`src/rtl/usb_rcv_ctrl.sv`:
```
// usb_rcv_ctrl -- receive control FSM for the USB full-speed receiver.
//
// Sequences the receive datapath: waits for a line edge, checks the SYNC
// byte, issues one FIFO write per received data byte, limits the packet to
// MAX_BYTES data bytes and flags packet errors until the next packet starts.
//
// Ports:
//   clk           in   system clock, rising-edge active
//   rst           in   asynchronous active-high reset
//   d_edge        in   one-cycle pulse on any decoded line transition
//   eop           in   level, high while D+ and D- are both low
//   shift_enable  in   one-cycle bit-sample strobe
//   byte_received in   one-cycle pulse after the 8th sampled bit of a byte
//   rcv_data      in   parallel contents of the receive shift register
//   rcving        out  packet in progress
//   w_enable      out  one-cycle FIFO write strobe for rcv_data
//   r_error       out  packet error, held until the next packet starts
//   clr_timer     out  one-cycle clear for the bit timer
//   byte_count    out  data bytes written in the current packet
module usb_rcv_ctrl #(
    parameter logic [7:0] SYNC_BYTE = 8'h80,
    parameter int         MAX_BYTES = 64
) (
    input  logic                             clk,
    input  logic                             rst,
    input  logic                             d_edge,
    input  logic                             eop,
    input  logic                             shift_enable,
    input  logic                             byte_received,
    input  logic [7:0]                       rcv_data,
    output logic                             rcving,
    output logic                             w_enable,
    output logic                             r_error,
    output logic                             clr_timer,
    output logic [$clog2(MAX_BYTES+1)-1:0]   byte_count
);

    localparam int BCW = $clog2(MAX_BYTES + 1);
    localparam logic [BCW-1:0] MAX_CNT = BCW'(MAX_BYTES);

    localparam logic [3:0] S_IDLE              = 4'd0;
    localparam logic [3:0] S_START             = 4'd1;
    localparam logic [3:0] S_SYNC_WAIT         = 4'd2;
    localparam logic [3:0] S_SYNC_CHK          = 4'd3;
    localparam logic [3:0] S_RCV               = 4'd4;
    localparam logic [3:0] S_WRITE             = 4'd5;
    localparam logic [3:0] S_BYTE_END          = 4'd6;
    localparam logic [3:0] S_EOP_WAIT_EDGE     = 4'd7;
    localparam logic [3:0] S_ERR_EOP_WAIT      = 4'd8;
    localparam logic [3:0] S_ERR_EOP_WAIT_EDGE = 4'd9;
    localparam logic [3:0] S_ERR_IDLE          = 4'd10;

    logic [3:0]     state_q, state_d;
    logic [BCW-1:0] count_q, count_d;
    logic           eop_strobe;

    // EOP is only acted on at a bit-sample point, so a glitchy SE0 between
    // samples cannot end the packet.
    assign eop_strobe = eop && shift_enable;

    always_comb begin
        state_d = state_q;
        case (state_q)
            S_IDLE:              if (d_edge) state_d = S_START;
            S_START:             state_d = S_SYNC_WAIT;
            S_SYNC_WAIT: begin
                if (eop_strobe)         state_d = S_ERR_EOP_WAIT_EDGE;
                else if (byte_received) state_d = S_SYNC_CHK;
            end
            S_SYNC_CHK: begin
                if (rcv_data == SYNC_BYTE) state_d = S_RCV;
                else                       state_d = S_ERR_EOP_WAIT;
            end
            S_RCV: begin
                // A full byte with the counter already at the limit is an
                // overlength packet; it is dropped rather than written.
                if (eop_strobe)                                state_d = S_ERR_EOP_WAIT_EDGE;
                else if (byte_received && count_q == MAX_CNT) state_d = S_ERR_EOP_WAIT;
                else if (byte_received)                        state_d = S_WRITE;
            end
            S_WRITE:             state_d = S_BYTE_END;
            S_BYTE_END: begin
                if (eop_strobe)                 state_d = S_EOP_WAIT_EDGE;
                else if (shift_enable && !eop)  state_d = S_RCV;
            end
            S_EOP_WAIT_EDGE:     if (d_edge) state_d = S_IDLE;
            S_ERR_EOP_WAIT:      if (eop_strobe) state_d = S_ERR_EOP_WAIT_EDGE;
            S_ERR_EOP_WAIT_EDGE: if (d_edge) state_d = S_ERR_IDLE;
            S_ERR_IDLE:          if (d_edge) state_d = S_START;
            default:             state_d = S_IDLE;
        endcase
    end

    // Counter clears while in START and advances once per WRITE; the
    // saturation guard keeps it from wrapping even though RCV never enters
    // WRITE at the limit.
    always_comb begin
        count_d = count_q;
        if (state_q == S_START)
            count_d = '0;
        else if (state_q == S_WRITE && count_q != MAX_CNT)
            count_d = count_q + BCW'(1);
    end

    always_ff @(posedge clk or posedge rst) begin
        if (rst) begin
            state_q <= S_IDLE;
            count_q <= '0;
        end else begin
            state_q <= state_d;
            count_q <= count_d;
        end
    end

    // Moore outputs, decoded from registered state only.
    always_comb begin
        rcving    = 1'b0;
        w_enable  = 1'b0;
        r_error   = 1'b0;
        clr_timer = 1'b0;
        case (state_q)
            S_IDLE:              ;
            S_START:             begin rcving = 1'b1; clr_timer = 1'b1; end
            S_WRITE:             begin rcving = 1'b1; w_enable = 1'b1; end
            S_ERR_EOP_WAIT,
            S_ERR_EOP_WAIT_EDGE: begin rcving = 1'b1; r_error = 1'b1; end
            S_ERR_IDLE:          r_error = 1'b1;
            default:             rcving = 1'b1;
        endcase
    end

    assign byte_count = count_q;

endmodule

```
`config.mk`:
```
export PLATFORM = sky130hd
export DESIGN_NAME = usb_rcv_ctrl
export DESIGN_NICKNAME = d
export VERILOG_FILES = /design/src/rtl/usb_rcv_ctrl.sv
export SDC_FILE = /design/constraint.sdc
export NUM_CORES = 1
export LEC_CHECK = 0
export ABC_AREA = 1
export ABC_CLOCK_PERIOD_IN_PS = 3300
export CORE_MARGIN = 8
export CORE_UTILIZATION = 50
export CTS_BUF_LIST = sky130_fd_sc_hd__clkbuf_8 sky130_fd_sc_hd__clkbuf_16
export DETAILED_ROUTE_END_ITERATION = 10
export MAX_ROUTING_LAYER = met4
export PLACE_DENSITY = 0.78
export SLEW_MARGIN = 20
export SYNTH_ARGS = -nofsm -noshare
export SYNTH_HDL_FRONTEND = slang
export SYNTH_SLANG_ARGS = --single-unit
```
`constraint.sdc`:
```
create_clock -name clk -period 3.3 [get_ports clk]
set_clock_uncertainty 0.05 [all_clocks]
set_input_delay 0.495 -clock clk [delete_from_list [all_inputs] [get_ports clk]]
set_output_delay 0.495 -clock clk [all_outputs]
set_load 0.1 [all_outputs]
```
==> results.yml <==
layout:
  antennaDiodeCount: 0
  nFillCells: 175
  area_delta_synth_final_pct: 27.9
  stdcell_area_um2: 1300
  fin_util_pct: 67.1
  final_nets: 198
  drive_gt1_share_pct: 27.6
floorplanning:
  core_area_um2: 1940
  start_util_pct: 52.4
  pin_count: 25
  die_width_um: 61.1
  dieHeight_um: 61.1
  num_rows: 16
  dieArea_um2: 3740
place:
  placement.cell_area_um2: 1260
  gp_congestion: 0.945
  dp_hpwl_um: 2150
  io_buffers: 24
clocking:
  clk_path_buf_depth: 2
  cts_made_buffers: 3
  cts_setup_buffers: 0
  cts_max_level: 1
  root_buffer: "clkbuf_8"
  path_clk_slew_ns: 0.05
  cts_resized: 0
  cts_tree: "done"
  hold_buffers: 0
  insertion_delay_ns: 0.23
  cts_sinks: 11
drt:
  wl_per_cell_um: 12.5
  first_iter_violations: 63
  vias: 1055
  drc_errors: 0
  vias_per_cell: 5.07
  routed_wl_um: 2600
  first_pass_iters: 4
  ant_nets: 0
setup_path:
  ff2ff_setup_slack_ns: 1.67
  worstPathArrival_ns: 1.46
  reg2reg_from: "byte_count[0]"
  r2r-end: "state_q[0]"
  reg2regPathDepth: 9
  criticalPathCategory: "reg2out"
  cp-endpoint: "clr_timer"
  worstSetupEndpointType: "output port"
  path_max_fanout: 7
  cp-start-kind: "flop"
  setup.worst_path.start: "state_q[1]"
  required_ns: 2.75
synthesis:
  synthTopCellsByArea: "dfrtp_1, nand2_1, inv_1, nand3_1, nand2_2"
  syn_area_per_cell_um2: 6.61
  ys_warn_count: 0
  netlist_instances: 154
  yosysTopAreaCell: "dfrtp_1"
  synth_ff_type: "dfrtp_1"
  synth_nets: 170
  ys_ff_latch: 11
  async_reset_ff_share_pct: 100
  synth_edf_count: 0
  yosys.area.top_type_share_pct: 27.0
  syn-cell-area_um2: 1020
  seq_area_frac_synth_pct: 27.0
  synth.distinct_cells: 25
job:
  cap_violations: 0
sta:
  drv_slew: 0
  finalSetupViolations: 0
  max_slew_margin_pct: 71.8
  finalHoldViolCount: 0
  worstMarginPinSlew_ns: 0.423
  period_minus_slack_ns: 2.00
  setup-tns-final_ns: 0
  finalCritPeriodShare_pct: 60.6
  rsz0062_at_grt: "false"
  clock.fmax_mhz: 500
power_and_ir_drop:
  leakagePower_uw: 0.000665
  vdd_ir_drop_max_mv: 0.417
  power_density_nw_per_um2: 649
grt:
  antenna_found_initial: 0
  grt_pass1_vias: 1058
  grt_overflow: 0
  grt_max_degree: 12
  track_usage_pct: 16.1
  grt_first_pass_wirelength_um: 4560
run_status:
  status: "finished, final reports clean"
worst_hold_path:
  hold_path.class: "in2async"
## metal layers
layer | routed length, um | share of wire, % | global-route usage, %
met1 | 1070 | 41 | 17.8
met2 | 1380 | 53 | 29.7
met3 | 106 | 4.1 | 0.835
met4 | 44 | 1.7 | 5.65
met5 | 0 | 0 | -
## state kept, by name, summed over array words and instances (netlist names)
register,count
byte_count,7
state_q,4
## stage by stage
stage	hold WS [ns]	power, uW	std cells	setup slack (ns)
finish	0.515	845	208	1.30
global route	0.560	908	208	1.23
CTS	0.517	845	208	1.30
detailed placement	0.563	716	204	1.46
global placement	0.553	706	204	1.51
floorplan	0.297	615	154	0.670
## cells by family after synthesis
kind of cell	Yosys count	share of synthesized area, %
AOI/OAI and AO/OA	17	11.2
xor gates and xnor gates	1	0.860
adders and majority gates	2	2.46
buffers and inverters	27	10.9
DFF	11	27.0
and+or+nand+nor	96	47.5
## Yosys cell counts (2+ instances only)
library cell,count
nor2_1,14
nand2_4,2
o21ai_0,4
inv_2,4
nand4_1,7
dfrtp_1,11
nand3_1,12
nand2_2,9
nor2_2,8
o21ai_2,6
inv_4,2
nand2_1,40
ha_1,2
inv_1,19
a21oi_1,4
## cell type report
class | count | area (um^2) | area share [%]
Clock inverter | 1 | 3.75 | 0.288
Sequential cell | 11 | 275 | 21.1
Tap cell | 27 | 33.8 | 2.59
Timing Repair Buffer | 24 | 213 | 16.3
Clock buffer | 3 | 41.3 | 3.17
Inverter | 26 | 104 | 7.97
Multi-Input combinational cell | 116 | 632 | 48.5
## how the worst min path moves through the flow
stage	start	to	cells after the start
4_1_cts	rst	byte_count[6]	2
3_5_place_dp	byte_count[6]	byte_count[6]	2
2_1_floorplan	rst	byte_count[0]	1
6_report	rst	byte_count[6]	2
3_3_place_gp	byte_count[4]	byte_count[4]	2
5_1_grt	rst	byte_count[5]	2
## cells in the final DEF (no fill, tap or decap), types with 2 or more instances in the layout
cell type,n
dfrtp_1,11
nand2_4,2
o21ai_0,4
nand2_1,40
inv_1,20
inv_4,2
nand4_1,7
a21oi_1,4
nand3_1,12
nor2_1,14
nor2_2,8
ha_1,2
inv_2,4
nand2_2,9
clkdlybuf4s50_1,13
buf_4,11
clkbuf_8,3
o21ai_2,6
## worst max-delay path, cell delays in order (launching register included)
cell and delay, ns:
dfrtp_1 0.47, inv_2 0.13, nand2_4 0.08, nor2_4 0.21, buf_4 0.33
## power breakdown
part / switching, uW / leakage, uW / total (uW) / internal, uW
logic: 377 / 0.000489 / 521 / 144
registers: 43.0 / 0.000149 / 196 / 153
clock network: 47.0 / 0.0000269 / 128 / 81.4
Note: power is estimated with default switching activity, not from simulation.
